**config.mk**
```make
export PLATFORM = sky130hd
export DESIGN_NAME = msg_decrypt_engine
export DESIGN_NICKNAME = d
export VERILOG_FILES = /design/src/rtl/msg_decrypt_engine.sv
export SDC_FILE = /design/constraint.sdc
export NUM_CORES = 1
export LEC_CHECK = 0
export ABC_AREA = 1
export BUFFER_PORTS_ARGS = -buffer_cell sky130_fd_sc_hd__buf_2
export CORE_MARGIN = 2
export CORE_UTILIZATION = 63
export CTS_BUF_LIST = sky130_fd_sc_hd__clkbuf_4
export DETAILED_ROUTE_END_ITERATION = 7
export GPL_ROUTABILITY_DRIVEN = 0
export PLACE_DENSITY = 0.94
export SLEW_MARGIN = 20
export SYNTH_ARGS = -nofsm -noshare
export SYNTH_HDL_FRONTEND = slang
export SYNTH_SLANG_ARGS = --single-unit
```
**constraint.sdc**
```tcl
create_clock -name Clk -period 4.21 [get_ports Clk]
set_input_delay 0.421 -clock Clk [delete_from_list [all_inputs] [get_ports Clk]]
set_output_delay 0.421 -clock Clk [all_outputs]
set_load 0.1 [all_outputs]
```
**src/rtl/msg_decrypt_engine.sv**
```systemverilog
// msg_decrypt_engine: recovers the LFSR key from a space preamble and
// decrypts 64 bytes held in the shared data memory.
module msg_decrypt_engine #(
  parameter int unsigned HDR_BYTES  = 8,
  parameter logic [7:0]  CRYPT_BASE = 8'd64,
  parameter logic [7:0]  PLAIN_BASE = 8'd0
) (
  input  logic       Clk,
  input  logic       Reset,
  input  logic       Start,
  output logic       Ack,
  output logic [7:0] mem_addr,
  output logic       mem_wr_en,
  output logic [7:0] mem_wr_data,
  input  logic [7:0] mem_rd_data,
  output logic [3:0] pt_found,
  output logic [6:0] lfsr_found,
  output logic [7:0] pre_found,
  output logic [6:0] parity_err,
  output logic       err
);

  localparam logic [3:0] HDR_N = 4'(HDR_BYTES);
  localparam logic [6:0] SP7   = 7'h20;

  typedef enum logic [2:0] {
    S_IDLE,
    S_HDR,
    S_SEARCH,
    S_DECRYPT,
    S_PAD,
    S_DONE
  } state_e;

  state_e     state_q;
  logic [3:0] cnt_q;
  logic [3:0] k_q;
  logic [5:0] i_q;
  logic       phase_q;
  logic [6:0] w_q;
  logic       skip_q;
  logic [6:0] lfsr_q;
  logic [7:0] hdr_q [HDR_BYTES];
  logic       ack_q;
  logic       err_q;
  logic [3:0] pt_q;
  logic [6:0] lf_q;
  logic [7:0] pre_q;
  logic [6:0] par_q;

  function automatic logic [6:0] tap_rom(input logic [3:0] k);
    case (k)
      4'd0:    tap_rom = 7'h60;
      4'd1:    tap_rom = 7'h48;
      4'd2:    tap_rom = 7'h78;
      4'd3:    tap_rom = 7'h72;
      4'd4:    tap_rom = 7'h6A;
      4'd5:    tap_rom = 7'h69;
      4'd6:    tap_rom = 7'h5C;
      4'd7:    tap_rom = 7'h7E;
      4'd8:    tap_rom = 7'h7B;
      default: tap_rom = 7'h00;
    endcase
  endfunction

  function automatic logic [6:0] lfsr_step(
    input logic [6:0] l,
    input logic [6:0] t
  );
    lfsr_step = {l[5:0], ^(l & t)};
  endfunction

  // Candidate k is checked against the whole header in one cycle
  logic [6:0] l0_d;
  logic [6:0] srch_l;
  logic       match_d;

  always_comb begin
    l0_d    = hdr_q[0][6:0] ^ SP7;
    match_d = 1'b1;
    srch_l  = l0_d;
    for (int j = 1; j < int'(HDR_BYTES); j++) begin
      srch_l = lfsr_step(srch_l, tap_rom(k_q));
      if (srch_l != (hdr_q[j][6:0] ^ SP7)) match_d = 1'b0;
    end
  end

  logic [7:0] plain_d;
  logic       par_bad_d;
  logic       keep_d;
  logic [6:0] w_inc_d;

  always_comb begin
    plain_d   = {1'b0, mem_rd_data[6:0] ^ lfsr_q};
    par_bad_d = mem_rd_data[7] != ^mem_rd_data[6:0];
    keep_d    = !(skip_q && plain_d == 8'h20);
    w_inc_d   = w_q + {6'd0, keep_d};
  end

  // Second decrypt cycle writes straight from the returned read data
  always_comb begin
    mem_addr    = 8'h00;
    mem_wr_en   = 1'b0;
    mem_wr_data = 8'h00;
    case (state_q)
      S_HDR: begin
        if (cnt_q < HDR_N) mem_addr = CRYPT_BASE + {4'd0, cnt_q};
      end
      S_DECRYPT: begin
        mem_addr = CRYPT_BASE + {2'd0, i_q};
        if (phase_q && keep_d) begin
          mem_addr    = PLAIN_BASE + {1'b0, w_q};
          mem_wr_en   = 1'b1;
          mem_wr_data = plain_d;
        end
      end
      S_PAD: begin
        mem_addr    = PLAIN_BASE + {1'b0, w_q};
        mem_wr_en   = 1'b1;
        mem_wr_data = 8'h20;
      end
      default: ;
    endcase
  end

  always_ff @(posedge Clk or negedge Reset) begin
    if (!Reset) begin
      state_q <= S_IDLE;
      cnt_q   <= 4'd0;
      k_q     <= 4'd0;
      i_q     <= 6'd0;
      phase_q <= 1'b0;
      w_q     <= 7'd0;
      skip_q  <= 1'b0;
      lfsr_q  <= 7'd0;
      for (int n = 0; n < int'(HDR_BYTES); n++) hdr_q[n] <= 8'h00;
      ack_q   <= 1'b0;
      err_q   <= 1'b0;
      pt_q    <= 4'd0;
      lf_q    <= 7'd0;
      pre_q   <= 8'd0;
      par_q   <= 7'd0;
    end else begin
      case (state_q)
        S_IDLE: begin
          if (!Start) begin
            state_q <= S_HDR;
            cnt_q   <= 4'd0;
            err_q   <= 1'b0;
            pt_q    <= 4'd0;
            lf_q    <= 7'd0;
            pre_q   <= 8'd0;
            par_q   <= 7'd0;
          end
        end
        S_HDR: begin
          for (int n = 0; n < int'(HDR_BYTES); n++) begin
            if (cnt_q == 4'(n + 1)) hdr_q[n] <= mem_rd_data;
          end
          cnt_q <= cnt_q + 4'd1;
          if (cnt_q == HDR_N) begin
            state_q <= S_SEARCH;
            k_q     <= 4'd0;
          end
        end
        S_SEARCH: begin
          if (l0_d == 7'd0) begin
            err_q   <= 1'b1;
            ack_q   <= 1'b1;
            state_q <= S_DONE;
          end else if (match_d) begin
            pt_q    <= k_q;
            lf_q    <= l0_d;
            lfsr_q  <= l0_d;
            i_q     <= 6'd0;
            phase_q <= 1'b0;
            w_q     <= 7'd0;
            skip_q  <= 1'b1;
            state_q <= S_DECRYPT;
          end else if (k_q == 4'd8) begin
            err_q   <= 1'b1;
            ack_q   <= 1'b1;
            state_q <= S_DONE;
          end else begin
            k_q <= k_q + 4'd1;
          end
        end
        S_DECRYPT: begin
          phase_q <= !phase_q;
          if (phase_q) begin
            lfsr_q <= lfsr_step(lfsr_q, tap_rom(pt_q));
            if (par_bad_d && par_q != 7'h7F) par_q <= par_q + 7'd1;
            if (keep_d) begin
              skip_q <= 1'b0;
              w_q    <= w_inc_d;
            end else begin
              pre_q <= pre_q + 8'd1;
            end
            i_q <= i_q + 6'd1;
            if (i_q == 6'd63) begin
              if (w_inc_d == 7'd64) begin
                state_q <= S_DONE;
                ack_q   <= 1'b1;
              end else begin
                state_q <= S_PAD;
              end
            end
          end
        end
        S_PAD: begin
          w_q <= w_q + 7'd1;
          if (w_q == 7'd63) begin
            state_q <= S_DONE;
            ack_q   <= 1'b1;
          end
        end
        S_DONE: begin
          if (Start) begin
            state_q <= S_IDLE;
            ack_q   <= 1'b0;
          end
        end
        default: state_q <= S_IDLE;
      endcase
    end
  end

  assign Ack        = ack_q;
  assign err        = err_q;
  assign pt_found   = pt_q;
  assign lfsr_found = lf_q;
  assign pre_found  = pre_q;
  assign parity_err = par_q;

endmodule
```
==> results_dict.tcl <==
set metrics [dict create \
    peakVddDrop_v 0.000564 \
    hold_viol 0 \
    p_sw_mw 3.72 \
    layoutNonFillerInstCount 1305 \
    min_period_over_period_pct 101 \
    drc 0 \
    synth_fa_ha_area_share_pct 3.29 \
    postSynthRegisterBits 117 \
    hold_class "in2reg" \
    grt_pass1_wl_mm 33.5 \
    viasPerCell 6.29 \
    power_mw 6.76 \
    pin_count 56 \
    reg2reg_to "lfsr_found[2]$_DFFE_PN0P_" \
    period_needed_ps 4270 \
    cts_tree "yes" \
    p_clk_share_pct 11.7 \
    setup_violations 8 \
    netlist-cell-type-count 48 \
    critPathMaxStageDelay_ps 440 \
    seq_power_share_pct 29.0 \
    r2r_setup_slack_ps -60 \
    synthSimpleGateAreaFrac_pct 32.8 \
    synth_top_family_by_area "simple AND/OR/NAND/NOR gates" \
    slew_viol_final 0 \
    grt_overflow 0 \
    ant_nets 0 \
    place.port_buffers 53 \
    clock_sinks 117 \
    place_ws_ps -19.8 \
    met1_usage_pct 40.9 \
    dr.pass1.iters 8 \
    crit_top_cell "nand2_1" \
    pwr-share-comb_pct 59.3 \
    synthCells 1049 \
    vias 8209 \
    met3_usage_pct 7.28 \
    final_util_pct 75.5 \
    p_leak_nw 4.51 \
    yosysWarnings 0 \
    ys.flop_type "dfrtp_1" \
    sw_frac_of_total_pct 55.0 \
    rsz0062_at_grt "true" \
    initial_core_util_pct 63.8 \
    synthXorXnorAreaFrac_pct 5.51 \
    cp-start-kind "flip-flop" \
    synth.area.mux_share_pct 0 \
    critPathCaptureType "flip-flop" \
    maxCapViolCount 0 \
    grt_max_degree 44 \
    antenna_found_initial 1 \
    wirelength_mm 23.2 \
    cts-root-buf "clkbuf_4" \
    routedWlPerCell_um 17.8 \
    synth-compound-area-share_pct 11.6 \
    nets 1175 \
    die_height_um 114 \
    hold_start "Start" \
    max_freq_mhz 234 \
    p_int_mw 3.04 \
    area_growth_syn_to_layout_pct 18.3 \
    status "finished with violations" \
    async_flop_share_pct 100 \
    drive_gt1_share_pct 21.3 \
    stdcell_area_um2 8990 \
    cts_max_level 4 \
    worst_slack_ps -59.1 \
    dieWidth_um 114 \
    critPathSlowestCell "dfrtp_1" \
    finalClockSkew_ps 27.5 \
    worst_pin_slew_ps 931 \
    p_per_area_nw_per_um2 752 \
    top_usage_layer "met2" \
    core_area_um2 11900 \
    hpwl_mm 14.4 \
    synth_area_um2 7600 \
    track_usage_pct 32.5 \
    whs_endpoint "err$_DFFE_PN0P_" \
    reg2reg_depth 33 \
    first_iter_violations 1199 \
    dp.cells 1238 \
    placed_cell_area_um2 8000 \
    synth_area_per_cell_um2 7.25 \
    arrival_ps 4720 \
    synth_edf_count 0 \
    insertion_delay_ps 550 \
    violations "negative setup slack" \
    die_area_um2 13000 \
    maxSlewHeadroom_pct 37.7 \
    ys_seq_area_share_pct 38.5 \
    clk_pin_slew_ps 110 \
    reg2reg_from "k_q[1]$_DFFE_PN0P_" \
    grt_pass1_vias 7124 \
    rows 40 \
    use_met2_pct 53.4 \
    hold_depth 3 \
    critPathKind "reg2reg" \
    cp.required_ps 4660 \
    cts_buffers 17 \
    path_max_fanout 5 \
    clock_path_buffers 2 \
]
-- stage by stage --
step / TNS [ps] / hold WS, ps
after floorplan: 0 / 125
after global placement: 0 / 431
after detailed placement: -26.0 / 430
after CTS: -0.793 / 280
after global routing: -12050 / 339
final: -317 / 315
-- area by class of cell --
type,instances,area (um^2)
Antenna cell,1,2.50
Inverter,120,460
Sequential cell,117,2930
Multi-Input combinational cell,788,4490
Fill cell,757,2920
Timing Repair Buffer,100,654
Clock buffer,17,128
Tap cell,147,184
Clock inverter,15,140
-- timing repair --
item                                    CTS  global route
hold buffers                              1             0
pin swaps                                 1            39
resized for setup                         2           111
gates cloned                              1             4
endpoints found under the hold margin    41             0
setup buffers                             3            25
endpoints found under the setup margin   18            42
-- routing by layer --
layer / part of all wire [%] / vias up
met3: 10 / 176
met2: 47 / 616
met5: 0 / -
met1: 37 / 3806
met4: 5.7 / 0
li1: - / 3611
-- placed cells by master, fill, tap and decap left out, types with 18 or more instances in the layout --
cell type  Yosys  layout
nand2_1      321     295
dfrtp_1      117     116
inv_1        104     100
o21ai_0       91      90
nand3_1       85      74
nor2_1        64      56
buf_2          2      53
buf_4         11      38
nand2_2       19      29
xor2_1        26      25
nand2_4        2      21
a21oi_1       20      20
xnor2_1       20      18
ha_1          20      18
-- worst max-delay path, delay by kind of cell, from the launching register on --
kind,cells,cell delay [ps]
simple gates,24,2490
flops,1,440
buf+inv,5,430
compound gates,2,390
xor+xnor,1,250
fa+ha+maj,1,180
-- cell families (layout without fill, tap and decap cells) --
| family | Yosys count | count (layout) |
|---|---|---|
| AO/OA/AOI/OAI | 157 | 157 |
| XOR/XNOR | 47 | 47 |
| adder cells (fa/ha/maj) | 20 | 20 |
| buffers and inverters | 148 | 252 |
| flip-flops | 117 | 117 |
| other | 1 | 3 |
| AND/OR/NAND/NOR | 559 | 562 |
-- cell usage after synthesis, types with 2 or more instances --
master | instances | share of area [%]
a21oi_1 | 20 | 1.3
a22oi_1 | 5 | 0.49
and3_1 | 2 | 0.16
buf_2 | 2 | 0.13
buf_4 | 11 | 1.1
buf_6 | 4 | 0.59
clkbuf_1 | 11 | 0.54
clkinv_1 | 2 | 0.099
dfrtp_1 | 117 | 39
ha_1 | 20 | 3.3
inv_1 | 104 | 5.1
inv_2 | 13 | 0.64
nand2_1 | 321 | 16
nand2_2 | 19 | 1.6
nand2_4 | 2 | 0.30
nand3_1 | 85 | 5.6
nand3_2 | 10 | 1.3
nand3b_1 | 5 | 0.49
nand4_1 | 15 | 1.2
nor2_1 | 64 | 3.2
nor2_4 | 2 | 0.30
nor3_1 | 16 | 1.1
nor3b_1 | 6 | 0.59
nor4_1 | 4 | 0.33
o2111ai_1 | 2 | 0.23
o211ai_1 | 6 | 0.59
o21ai_0 | 91 | 6.0
o21ai_1 | 9 | 0.59
o21ai_2 | 2 | 0.23
o22ai_1 | 11 | 0.91
o31ai_1 | 3 | 0.30
o41ai_1 | 2 | 0.23
or2_2 | 4 | 0.33
xnor2_1 | 20 | 2.3
xor2_1 | 26 | 3.0
-- power by group through the flow --
stage / clock, mW / sequential (mW) / combinational, mW
after detailed placement: 0 / 1.92 / 3.28
after CTS: 0.793 / 1.90 / 3.33
after global routing: 0.839 / 1.99 / 4.32
after floorplan: 0 / 2.16 / 2.28
after global placement: 0 / 1.89 / 3.17
final: 0.792 / 1.96 / 4.01
-- sequential cells by signal, summed over array words and instances (netlist names) --
name	cells
hdr_q	56
pre_found	8
lfsr_found	7
lfsr_q	7
parity_err	7
w_q	7
i_q	6
cnt_q	4
k_q	4
pt_found	4
state_q	3
Ack	1
err	1
phase_q	1
skip_q	1
-- worst max-delay path by stage --
stage                                      from                   endpoint  depth (start not counted)
after floorplan           lfsr_q[2]$_DFFE_PN0P_                mem_addr[0]                          7
after detailed placement     k_q[0]$_DFFE_PN0P_  lfsr_found[4]$_DFFE_PN0P_                         32
after global routing      hdr_q[58]$_DFFE_PN0P_  lfsr_found[2]$_DFFE_PN0P_                         30
after CTS                    k_q[0]$_DFFE_PN0P_         i_q[5]$_DFFE_PN0P_                         32
final                        k_q[1]$_DFFE_PN0P_  lfsr_found[2]$_DFFE_PN0P_                         33
after global placement       k_q[0]$_DFFE_PN0P_  lfsr_found[2]$_DFFE_PN0P_                         33
Note: power is estimated with default switching activity, not from simulation.
